**config.mk**
```make
export PLATFORM = sky130hd
export DESIGN_NAME = uart_rx_ctrl_flat
export DESIGN_NICKNAME = d
export VERILOG_FILES = /design/src/rtl/uart_pkg.sv /design/src/rtl/uart_rx_ctrl_if.sv /design/src/rtl/uart_baud_gen.sv /design/src/rtl/uart_rx_ctrl.sv /design/src/flat_wrapper.sv
export SDC_FILE = /design/constraint.sdc
export NUM_CORES = 1
export LEC_CHECK = 0
export BUFFER_PORTS_ARGS = -buffer_cell sky130_fd_sc_hd__buf_2
export CAP_MARGIN = 40
export CORE_MARGIN = 4
export CORE_UTILIZATION = 55
export DETAILED_ROUTE_END_ITERATION = 6
export HOLD_SLACK_MARGIN = 0.02
export PLACE_DENSITY = 0.76
export RECOVER_POWER = 25
export SYNTH_ARGS = -nofsm -noshare
export SYNTH_HDL_FRONTEND = slang
export SYNTH_SLANG_ARGS = --single-unit
```
**constraint.sdc**
```tcl
create_clock -name clk_i -period 3.65 [get_ports clk_i]
set_input_delay 0.5475 -clock clk_i [delete_from_list [all_inputs] [get_ports clk_i]]
set_output_delay 0.5475 -clock clk_i [all_outputs]
set_load 0.005 [all_outputs]
```
**src/rtl/uart_pkg.sv**
```systemverilog
// Shared UART types and constants for the receive and transmit sequencing logic.
package uart_pkg;

    typedef enum logic [2:0] {
        RX_IDLE,
        RX_DATA,
        RX_PARITY,
        RX_CRC,
        RX_STOP
    } rx_state_t;

    localparam int DATA_BITS    = 8;
    localparam int CRC_BITS     = 8;
    localparam int MIN_BAUD_DIV = 4;

endpackage

```
**src/rtl/uart_rx_ctrl_if.sv**
```systemverilog
// Control bundle between the receive controller (master) and the receive datapath (slave).
interface uart_rx_ctrl_if;

    logic       rx_sync_o;
    logic       trigger_o;
    logic       changed_rx_state_o;
    logic       crc_en_o;
    logic       is_rx_idle_o;
    logic       is_rx_data_o;
    logic       is_rx_pairity_o;
    logic       is_rx_crc_o;
    logic       is_rx_stop_o;
    logic [4:0] bit_cnt_i;

    modport master (
        output rx_sync_o, trigger_o, changed_rx_state_o, crc_en_o,
        output is_rx_idle_o, is_rx_data_o, is_rx_pairity_o, is_rx_crc_o, is_rx_stop_o,
        input  bit_cnt_i
    );

    modport slave (
        input  rx_sync_o, trigger_o, changed_rx_state_o, crc_en_o,
        input  is_rx_idle_o, is_rx_data_o, is_rx_pairity_o, is_rx_crc_o, is_rx_stop_o,
        output bit_cnt_i
    );

endinterface

```
**src/rtl/uart_baud_gen.sv**
```systemverilog
// Bit-period counter with a divisor latched at start, a half-period match and a
// registered one-cycle trigger on each wrap (or on an explicit fire).
module uart_baud_gen
    import uart_pkg::*;
#(
    parameter int DIV_W = 16
) (
    input  logic             clk_i,
    input  logic             rst_ni,
    input  logic             i_start,
    input  logic             i_clear,
    input  logic             i_fire,
    input  logic [DIV_W-1:0] i_div,
    output logic             o_trigger,
    output logic             o_half_match
);

    localparam logic [DIV_W-1:0] MIN_DIV = DIV_W'(MIN_BAUD_DIV);

    logic [DIV_W-1:0] r_div;
    logic [DIV_W-1:0] r_cnt;
    logic             r_active;
    logic             r_trigger;
    logic             w_wrap;

    assign w_wrap       = (r_cnt == r_div - DIV_W'(1));
    assign o_half_match = r_active & (r_cnt == (r_div >> 1) - DIV_W'(1));
    assign o_trigger    = r_trigger;

    // Fire re-phases the counter so the first trigger lands mid start bit.
    always_ff @(posedge clk_i or negedge rst_ni) begin
        if (!rst_ni) begin
            r_div     <= MIN_DIV;
            r_cnt     <= '0;
            r_active  <= 1'b0;
            r_trigger <= 1'b0;
        end else if (i_clear) begin
            r_cnt     <= '0;
            r_active  <= 1'b0;
            r_trigger <= 1'b0;
        end else if (i_start) begin
            r_div     <= (i_div < MIN_DIV) ? MIN_DIV : i_div;
            r_cnt     <= '0;
            r_active  <= 1'b1;
            r_trigger <= 1'b0;
        end else if (r_active) begin
            if (i_fire || w_wrap) begin
                r_cnt     <= '0;
                r_trigger <= 1'b1;
            end else begin
                r_cnt     <= r_cnt + DIV_W'(1);
                r_trigger <= 1'b0;
            end
        end else begin
            r_trigger <= 1'b0;
        end
    end

endmodule

```
**src/rtl/uart_rx_ctrl.sv**
```systemverilog
// Receive sequencing: rx synchroniser, start-bit qualification, mid-bit trigger
// generation and the frame state machine driving the datapath decodes.
module uart_rx_ctrl
    import uart_pkg::*;
#(
    parameter int DIV_W       = 16,
    parameter int SYNC_STAGES = 2
) (
    input  logic             clk_i,
    input  logic             rst_ni,
    input  logic             rx_i,
    input  logic             rx_en_i,
    input  logic [DIV_W-1:0] baud_div_i,
    input  logic             crc_en_i,
    uart_rx_ctrl_if.master   dp,
    output logic             busy_o,
    output logic             frame_err_o
);

    logic [SYNC_STAGES-1:0] r_sync;
    logic                   r_rx_prev;
    logic                   r_qual;
    logic                   r_crc_en;
    logic                   r_frame_err;
    rx_state_t              r_state;
    rx_state_t              w_state_next;

    logic w_rx_sync, w_idle, w_fall, w_half, w_trigger;
    logic w_qual_chk, w_glitch, w_fire, w_clear, w_changed;

    assign w_rx_sync  = r_sync[SYNC_STAGES-1];
    assign w_idle     = (r_state == RX_IDLE);
    assign w_fall     = r_rx_prev & ~w_rx_sync & w_idle & rx_en_i & ~r_qual;
    assign w_qual_chk = r_qual & w_half & w_idle;
    assign w_glitch   = w_qual_chk & w_rx_sync;
    assign w_fire     = w_qual_chk & ~w_rx_sync;
    assign w_clear    = ~rx_en_i | w_glitch | (w_trigger & (r_state == RX_STOP));

    always_ff @(posedge clk_i or negedge rst_ni) begin
        if (!rst_ni) begin
            r_sync    <= '1;
            r_rx_prev <= 1'b1;
        end else begin
            r_sync    <= {r_sync[SYNC_STAGES-2:0], rx_i};
            r_rx_prev <= w_rx_sync;
        end
    end

    uart_baud_gen #(
        .DIV_W(DIV_W)
    ) u_baud (
        .clk_i        (clk_i),
        .rst_ni       (rst_ni),
        .i_start      (w_fall),
        .i_clear      (w_clear),
        .i_fire       (w_fire),
        .i_div        (baud_div_i),
        .o_trigger    (w_trigger),
        .o_half_match (w_half)
    );

    // The qualifying flag spans the start trigger so busy_o stays continuous.
    always_ff @(posedge clk_i or negedge rst_ni) begin
        if (!rst_ni) begin
            r_state     <= RX_IDLE;
            r_qual      <= 1'b0;
            r_crc_en    <= 1'b0;
            r_frame_err <= 1'b0;
        end else begin
            r_state     <= w_state_next;
            r_frame_err <= w_trigger & rx_en_i & (r_state == RX_STOP) & ~w_rx_sync;
            if (!rx_en_i || w_glitch || (w_trigger && w_idle)) begin
                r_qual <= 1'b0;
            end else if (w_fall) begin
                r_qual <= 1'b1;
            end
            if (w_fall) begin
                r_crc_en <= crc_en_i;
            end
        end
    end

    always_comb begin
        w_state_next = r_state;
        w_changed    = 1'b0;
        if (!rx_en_i) begin
            w_state_next = RX_IDLE;
        end else if (w_trigger) begin
            case (r_state)
                RX_IDLE: begin
                    w_state_next = RX_DATA;
                    w_changed    = 1'b1;
                end
                RX_DATA: begin
                    if (dp.bit_cnt_i == 5'(DATA_BITS - 1)) begin
                        w_state_next = r_crc_en ? RX_CRC : RX_PARITY;
                        w_changed    = 1'b1;
                    end
                end
                RX_PARITY: begin
                    w_state_next = RX_STOP;
                    w_changed    = 1'b1;
                end
                RX_CRC: begin
                    if (dp.bit_cnt_i == 5'(CRC_BITS - 1)) begin
                        w_state_next = RX_STOP;
                        w_changed    = 1'b1;
                    end
                end
                RX_STOP: begin
                    w_state_next = RX_IDLE;
                    w_changed    = 1'b1;
                end
                default: w_state_next = RX_IDLE;
            endcase
        end
    end

    assign dp.rx_sync_o          = w_rx_sync;
    assign dp.trigger_o          = w_trigger;
    assign dp.changed_rx_state_o = w_changed;
    assign dp.crc_en_o           = r_crc_en;
    assign dp.is_rx_idle_o       = (r_state == RX_IDLE);
    assign dp.is_rx_data_o       = (r_state == RX_DATA);
    assign dp.is_rx_pairity_o    = (r_state == RX_PARITY);
    assign dp.is_rx_crc_o        = (r_state == RX_CRC);
    assign dp.is_rx_stop_o       = (r_state == RX_STOP);
    assign busy_o                = ~w_idle | r_qual;
    assign frame_err_o           = r_frame_err;

endmodule

```
**src/flat_wrapper.sv**
```systemverilog
// flat-port wrapper written by rule: the top's interface ports become plain ports
module uart_rx_ctrl_flat import uart_pkg::*;
#(
    parameter int DIV_W       = 16,
    parameter int SYNC_STAGES = 2
)
  (clk_i, rst_ni, rx_i, rx_en_i, baud_div_i, crc_en_i, busy_o, frame_err_o, dp_rx_sync_o, dp_trigger_o, dp_changed_rx_state_o, dp_crc_en_o, dp_is_rx_idle_o, dp_is_rx_data_o, dp_is_rx_pairity_o, dp_is_rx_crc_o, dp_is_rx_stop_o, dp_bit_cnt_i);
  uart_rx_ctrl_if dp_i ();
  input  logic clk_i;
  input  logic rst_ni;
  input  logic rx_i;
  input  logic rx_en_i;
  input  logic [DIV_W-1:0] baud_div_i;
  input  logic crc_en_i;
  output logic busy_o;
  output logic frame_err_o;
  output wire logic [$bits(dp_i.rx_sync_o)-1:0] dp_rx_sync_o;
  output wire logic [$bits(dp_i.trigger_o)-1:0] dp_trigger_o;
  output wire logic [$bits(dp_i.changed_rx_state_o)-1:0] dp_changed_rx_state_o;
  output wire logic [$bits(dp_i.crc_en_o)-1:0] dp_crc_en_o;
  output wire logic [$bits(dp_i.is_rx_idle_o)-1:0] dp_is_rx_idle_o;
  output wire logic [$bits(dp_i.is_rx_data_o)-1:0] dp_is_rx_data_o;
  output wire logic [$bits(dp_i.is_rx_pairity_o)-1:0] dp_is_rx_pairity_o;
  output wire logic [$bits(dp_i.is_rx_crc_o)-1:0] dp_is_rx_crc_o;
  output wire logic [$bits(dp_i.is_rx_stop_o)-1:0] dp_is_rx_stop_o;
  input wire logic [$bits(dp_i.bit_cnt_i)-1:0] dp_bit_cnt_i;
  assign dp_rx_sync_o = dp_i.rx_sync_o;
  assign dp_trigger_o = dp_i.trigger_o;
  assign dp_changed_rx_state_o = dp_i.changed_rx_state_o;
  assign dp_crc_en_o = dp_i.crc_en_o;
  assign dp_is_rx_idle_o = dp_i.is_rx_idle_o;
  assign dp_is_rx_data_o = dp_i.is_rx_data_o;
  assign dp_is_rx_pairity_o = dp_i.is_rx_pairity_o;
  assign dp_is_rx_crc_o = dp_i.is_rx_crc_o;
  assign dp_is_rx_stop_o = dp_i.is_rx_stop_o;
  assign dp_i.bit_cnt_i = dp_bit_cnt_i;
  uart_rx_ctrl #(.DIV_W(DIV_W), .SYNC_STAGES(SYNC_STAGES)) u_core (.clk_i(clk_i), .rst_ni(rst_ni), .rx_i(rx_i), .rx_en_i(rx_en_i), .baud_div_i(baud_div_i), .crc_en_i(crc_en_i), .dp(dp_i), .busy_o(busy_o), .frame_err_o(frame_err_o));
endmodule
```
==> results of run 1 <==
## metal layers
metal,wire [µm],vias to the layer above
met4,156,0
li1,-,1476
met3,409,14
met5,0,-
met2,3790,73
met1,3470,1446
## cell families after synthesis
logic type               synth area share
XOR/XNOR                           0.0909
multiplexers                       0.0306
AO/OA/AOI/OAI                       0.125
flip-flops                          0.330
AND/OR/NAND/NOR                     0.342
buffers and inverters              0.0695
adder cells (fa/ha/maj)            0.0115
## power groups by stage
stage                     combinational [mW]  clock, mW  sequential [mW]
after floorplan                        0.387          0            0.559
after global placement                 0.399          0            0.626
after detailed placement               0.416          0            0.627
after CTS                              0.418      0.317            0.618
after global routing                   0.468      0.337            0.629
final                                  0.419      0.309            0.621
## area by class of cell
cell class,instances,area share
repair buffers,43,0.0651
inverters,11,0.0118
multi-input cells,319,0.564
flip-flops and latches,43,0.309
well taps,72,0.0258
clock buffers,6,0.0208
clock inverters,2,0.00358
## cell usage in the layout, fill, tap and decap left out, types with 8 or more instances in the layout
cell | Yosys | layout
nand4_1 | 16 | 16
a31oi_1 | 12 | 12
dfrtp_1 | 39 | 39
nand3_1 | 34 | 34
xnor2_1 | 20 | 20
nor3_1 | 17 | 16
mux2i_1 | 10 | 10
nand2_1 | 73 | 73
nor2_1 | 20 | 20
buf_2 | 5 | 35
o21ai_0 | 12 | 12
inv_1 | 11 | 11
xor2_1 | 14 | 14
nand2b_1 | 8 | 8
## sequential cells by signal (all words and copies together) (netlist names)
name / flops
u_core.dp.crc_en_o: 1
u_core.r_sync: 2
u_core.u_baud.r_cnt: 16
u_core.r_qual: 1
u_core.u_baud.r_active: 1
u_core.u_baud.o_trigger: 1
u_core.frame_err_o: 1
u_core.u_baud.r_div: 16
u_core.r_state: 3
u_core.r_rx_prev: 1
## worst max-delay path, cell delays in order, from the launching register on
cell and delay [ns]:
dfrtp_1 0.55, or4_4 0.63, nor3_1 0.36, mux2i_1 0.23, o22ai_1 0.08, o22ai_1 0.19
o21ba_1 0.74, nand2_1 0.18, o211ai_1 0.22
## per-stage QoR
step            util  cell area, µm²  hold slack (ns)  std cells
6_report       0.620            3500            0.337        496
5_1_grt        0.620            3500            0.321        496
4_1_cts        0.624            3520            0.236        496
3_5_place_dp   0.609            3440            0.348        488
3_3_place_gp   0.603            3400            0.345        486
2_1_floorplan      -            3270            0.252        409
## worst paths after layout
path | slack (ns) | to | start
setup / recovery | 0.38 | u_core.u_baud.r_cnt[15] | u_core.u_baud.r_div[4]
max in group asynchronous | 1.47 | u_core.u_baud.r_cnt[13] | rst_ni
hold / removal | 0.34 | u_core.r_sync[0] | rx_i
setup reg to reg | 0.38 | u_core.u_baud.r_cnt[15] | u_core.u_baud.r_div[4]
min in group asynchronous | 0.45 | u_core.r_state[2] | rst_ni
hold reg to reg | 0.37 | u_core.r_sync[1] | u_core.r_sync[0]
==> key figures, run 1 <==
STA
  • Final Hold Viols: 0
  • Setup TNS: 0 ns
  • Fin crit share: 0.897
  • Max Freq: 305 MHz
  • Slew HR: 0.145
  • Setup-failing EPs final: 0
  • Slew Limit Fails: 0
  • RSZ-0062 raised after global routing: false
  • Tmin final: 3.27 ns
  • Setup WS post-layout: 0.377 ns
  • Slew @ Worst Pin: 1.28 ns
  • Clk_skew: 0.0103 ns

Drt
  • DRT iter0 DRCs: 284
  • DRT antenna net count: 0
  • DRT Pass-1 Iters: 4
  • Via count: 3009
  • DRC violations left: 0
  • WL/cell: 15.8 µm
  • Via density: 6.07
  • Final WL: 7820 µm

Critical path
  • Max FO, Critical Path: 26
  • Critical Path RT: 3.87 ns
  • Crit end category: register
  • CP arrival: 3.49 ns
  • Crit Path Category: register to register
  • Crit start category: register
  • Reg2reg path depth: 8

Layout
  • ANT cells: 0
  • Register area: 1080 µm²
  • Multi-input gate area in the final layout: 1970 µm²
  • Fill count: 489
  • Area grow syn2layout: 6.76%
  • Layout cells sized above 1: 0.151
  • Final nets: 452

Logic synthesis
  • Ys async rst share: 1.00
  • Yosys reg bits: 43
  • Most area-hungry cell type in the Yosys netlist: dfrtp_1
  • Synth Area per Inst: 8.01 µm²
  • Syn_nets: 438
  • Post-synthesis sequential area ratio: 0.330
  • Post-synth EDFFs: 0
  • Synth warn: 0
  • Cell Area, Synth: 3270 µm²
  • Yosys cell types: 59
  • Primary FF master, synth: dfrtp_1
  • Largest cells by area after synthesis: dfrtp_1 30%, nand2_1 8.4%, xnor2_1 5.3%
  • Most frequent cell after synthesis: nand2_1
  • Cells after Synth: 409
  • Most frequent cells after synthesis: 73 x nand2_1, 39 x dfrtp_1, 34 x nand3_1
  • Top cell type's share of synthesized area: 0.298

Place
  • Post-place setup slack: 0.425 ns
  • Placer Congestion: 0.944
  • DP HPWL: 5970 µm
  • PortBufs: 36

Pwr
  • LEAKAGE: 1.49 nW
  • P_sw: 0.507 mW
  • Reg power frac: 0.460
  • Maximum vdd ir drop: 0.269 mV
  • Power density over the cells: 386 nW/µm²
  • Combinational Power Share: 0.310
  • Int Power: 0.842 mW
  • Sw Ratio: 0.376
  • Total Power: 1.35 mW
  • Clk network pwr share: 0.229

CTS
  • Root buffer cell: clkbuf_8
  • CTS tree: built
  • Clk Latency, worst-skew pair: 0.30 ns
  • Cts bufs inserted: 5
  • Resize count post-CTS: 0
  • H-Tree Depth: 2
  • TritonCTS Sinks: 43
  • Hold-fix buffer count after cts: 0
  • CTS max path bufs: 2
  • Clock slew at the register clock pins of the worst setup and hold paths: 0.09 ns
  • # Post-CTS Setup Buffers: 0

Floorplanning
  • Die W: 85.2 µm
  • Die H: 85.2 µm
  • Starting Density: 0.580
  • Num ports: 37
  • Die area: 7250 µm²
  • Std cell rows: 27
  • Core area: 5640 µm²

Job
  • Max cap viols: 0

Global route
  • Global-route wire length before repair: 13500 µm
  • Busiest grt layer: met2
  • Number of antenna violations at the first check in global routing: 0
  • M3 GR Usage: 0.0476
  • Number of global-route vias before repair: 2901
  • Grt total ovfl: 0
  • GRT met2 Usage: 0.379
  • Total track usage: 0.228
  • Met1 usage: 0.295
  • Pin count of the biggest net entering global routing: 27

Status
  • Status: finished clean

Hold path
  • Min-delay worst type: input pin to register
  • Worst hold stages: 1
Note: power is estimated with default switching activity, not from simulation.
==> inputs of run 2 (changes only) <==
--- a/config.mk
+++ b/config.mk
@@ -9,6 +9,7 @@
 export CAP_MARGIN = 40
 export CORE_MARGIN = 4
 export CORE_UTILIZATION = 55
+export CTS_BUF_LIST = sky130_fd_sc_hd__clkbuf_16
 export DETAILED_ROUTE_END_ITERATION = 6
 export HOLD_SLACK_MARGIN = 0.02
 export PLACE_DENSITY = 0.76
==> run 2 against run 1 <==
Net effect:
- first-iteration DRC count shrank 1.1%
- largest cell class unchanged
- critical path depth rose by 3
- fmax is 2.8% lower
- global-route usage increased by 1.0 points
- sequential share of layout area decreased by 0.49 points
- sequential power is essentially flat
- largest power group unchanged
- sequential cell count did not move
- cell count unchanged
==> key figures, run 2 (same netlist as run 1, synthesis figures left out) <==
Global route
  • Pin count of the biggest net entering global routing: 27 (unchanged)
  • Total track usage: 0.238 (+0.0102)
  • Number of global-route vias before repair: 2961 (+2.1%)
  • Grt total ovfl: 0 (unchanged)
  • Global-route wire length before repair: 14100 µm (+4.2%)
  • Number of antenna violations at the first check in global routing: 0 (unchanged)

Critical path
  • Max FO, Critical Path: 26 (unchanged)
  • Crit start category: register
  • Crit Path Category: register to register
  • Critical Path RT: 3.81 ns (-0.06 ns)
  • Worst R2R Start: u_core.u_baud.r_div[0]
  • CP arrival: 3.53 ns (+0.04 ns)
  • Crit path from: u_core.u_baud.r_div[0]
  • Crit end category: register

STA
  • Final Hold Viols: 0 (unchanged)
  • Slew Limit Fails: 0 (unchanged)
  • Slew HR: 0.142 (-0.00278)
  • Setup-failing EPs final: 0 (unchanged)
  • Max Freq: 297 MHz (-2.8%)
  • Tmin final: 3.37 ns (+0.0947 ns)
  • RSZ-0062 raised after global routing: false
  • Clk_skew: 0.00736 ns (-0.00293 ns)
  • Slew @ Worst Pin: 1.29 ns (+0.00417 ns)
  • Fin crit share: 0.923 (+0.0259)
  • Setup WS post-layout: 0.282 ns (-0.0947 ns)
  • Setup TNS: 0 ns (unchanged)

Layout
  • Most common cell after layout, fill and taps aside: nand2_1
  • Biggest regs: u_core.u_baud.r_cnt x16, u_core.u_baud.r_div x16, u_core.r_state x3
  • Area grow syn2layout: 8.48%
  • ANT cells: 0 (unchanged)
  • Layout cells sized above 1: 0.151 (unchanged)
  • Final nets: 452 (unchanged)
  • Commonest non-fill, non-tap cells in the layout: 73 x nand2_1, 39 x dfrtp_1, 35 x buf_2
  • Finished Layout Cells: 496 (unchanged)
  • Fill count: 483 (-1.2%)

Floorplanning
  • Starting Density: 0.580 (unchanged)
  • Die area: 7250 µm² (unchanged)
  • Core area: 5640 µm² (unchanged)
  • Std cell rows: 27 (unchanged)
  • Die W: 85.2 µm (unchanged)
  • Num ports: 37 (unchanged)
  • Die H: 85.2 µm (unchanged)

Place
  • Placed cells: 488 (unchanged)
  • Post-place setup slack: 0.425 ns (unchanged)
  • DP HPWL: 5970 µm (unchanged)
  • PortBufs: 36 (unchanged)
  • Placer Congestion: 0.944 (unchanged)

Pwr
  • Maximum vdd ir drop: 0.269 mV (-0.13%)
  • Power density over the cells: 420 nW/µm² (+9.0%)
  • LEAKAGE: 1.52 nW (+2.0%)

CTS
  • Resize count post-CTS: 0 (unchanged)
  • CTS max path bufs: 2 (unchanged)
  • H-Tree Depth: 2 (unchanged)
  • Clock slew at the register clock pins of the worst setup and hold paths: 0.06 ns (-0.03 ns)
  • Root buffer cell: clkbuf_16
  • CTS tree: built
  • Clk Latency, worst-skew pair: 0.29 ns (about the same)
  • TritonCTS Sinks: 43 (unchanged)
  • Hold-fix buffer count after cts: 0 (unchanged)
  • # Post-CTS Setup Buffers: 0 (unchanged)
  • Cts bufs inserted: 5 (unchanged)

Drt
  • Via density: 6.17 (+1.6%)
  • Via count: 3058 (+1.6%)
  • WL/cell: 16.6 µm (+5.2%)
  • DRT iter0 DRCs: 281 (-1.1%)
  • DRT Pass-1 Iters: 6 (+2)
  • DRC violations left: 0 (unchanged)
  • DRT antenna net count: 0 (unchanged)
  • Final WL: 8230 µm (+5.2%)

Status
  • Status: finished clean

Hold path
  • Min-delay worst type: input pin to register
  • Worst Hold Launch: rx_i

Job
  • Max cap viols: 0 (unchanged)
[run 2: cell types whose count changed in the layout (fill, tap and decap cells not counted), sizes merged]
cell and change:
clkbuf -1, inv +1
[run 2: layout make-up]
type	instances	area, µm²	share of cell area
clock buffers	5	125	0.0352
well taps	72	90.1	0.0254
multi-input cells	319	1970	0.555
repair buffers	43	228	0.0641
clock inverters	3	16.3	0.00458
inverters	11	41.3	0.0116
flip-flops and latches	43	1080	0.304
[run 2: worst max-delay path, stage by stage, from the launching register on]
cell and delay [ns]:
dfrtp_1 0.45, inv_1 0.12, ha_1 0.19, nor3b_1 0.61, nand3_1 0.18, xor2_1 0.20, a211oi_1 0.25, nor4bb_1 0.41
o2111ai_1 0.24, buf_4 0.28, a31oi_1 0.19, mux2i_1 0.09
[run 2: layer usage]
layer  track usage  wire length [µm]  up-vias
met5             0                 0        -
met4         0.101               258        0
met3        0.0359               570       34
met2         0.400              3970      121
met1         0.305              3430     1423
li1              -                 -     1480
[run 2: worst paths after layout]
path                       cells after the start  slack [ns]                       to
max                                           11        0.28   u_core.u_baud.r_cnt[5]
min                                            1        0.36         u_core.r_sync[0]
max reg2reg                                   11        0.28   u_core.u_baud.r_cnt[5]
min reg2reg                                    0        0.36         u_core.r_sync[1]
max in group asynchronous                      2        1.44  u_core.u_baud.r_cnt[13]
min in group asynchronous                      1        0.47        u_core.r_state[2]
[run 2: through the flow]
stage                     hold WS, ns  area (µm²)   util  total power [mW]
final                           0.355        3550  0.630              1.49
after global routing            0.351        3550  0.630              1.57
after CTS                       0.265        3580  0.634              1.49
after detailed placement        0.348        3440  0.609              1.04
after global placement          0.345        3400  0.603              1.03
after floorplan                 0.252        3270      -             0.946
[run 2: report_power, final]
part | total (mW) | internal, mW | switching, mW
logic | 0.429 | 0.188 | 0.241
registers | 0.622 | 0.521 | 0.102
clock network | 0.442 | 0.250 | 0.192
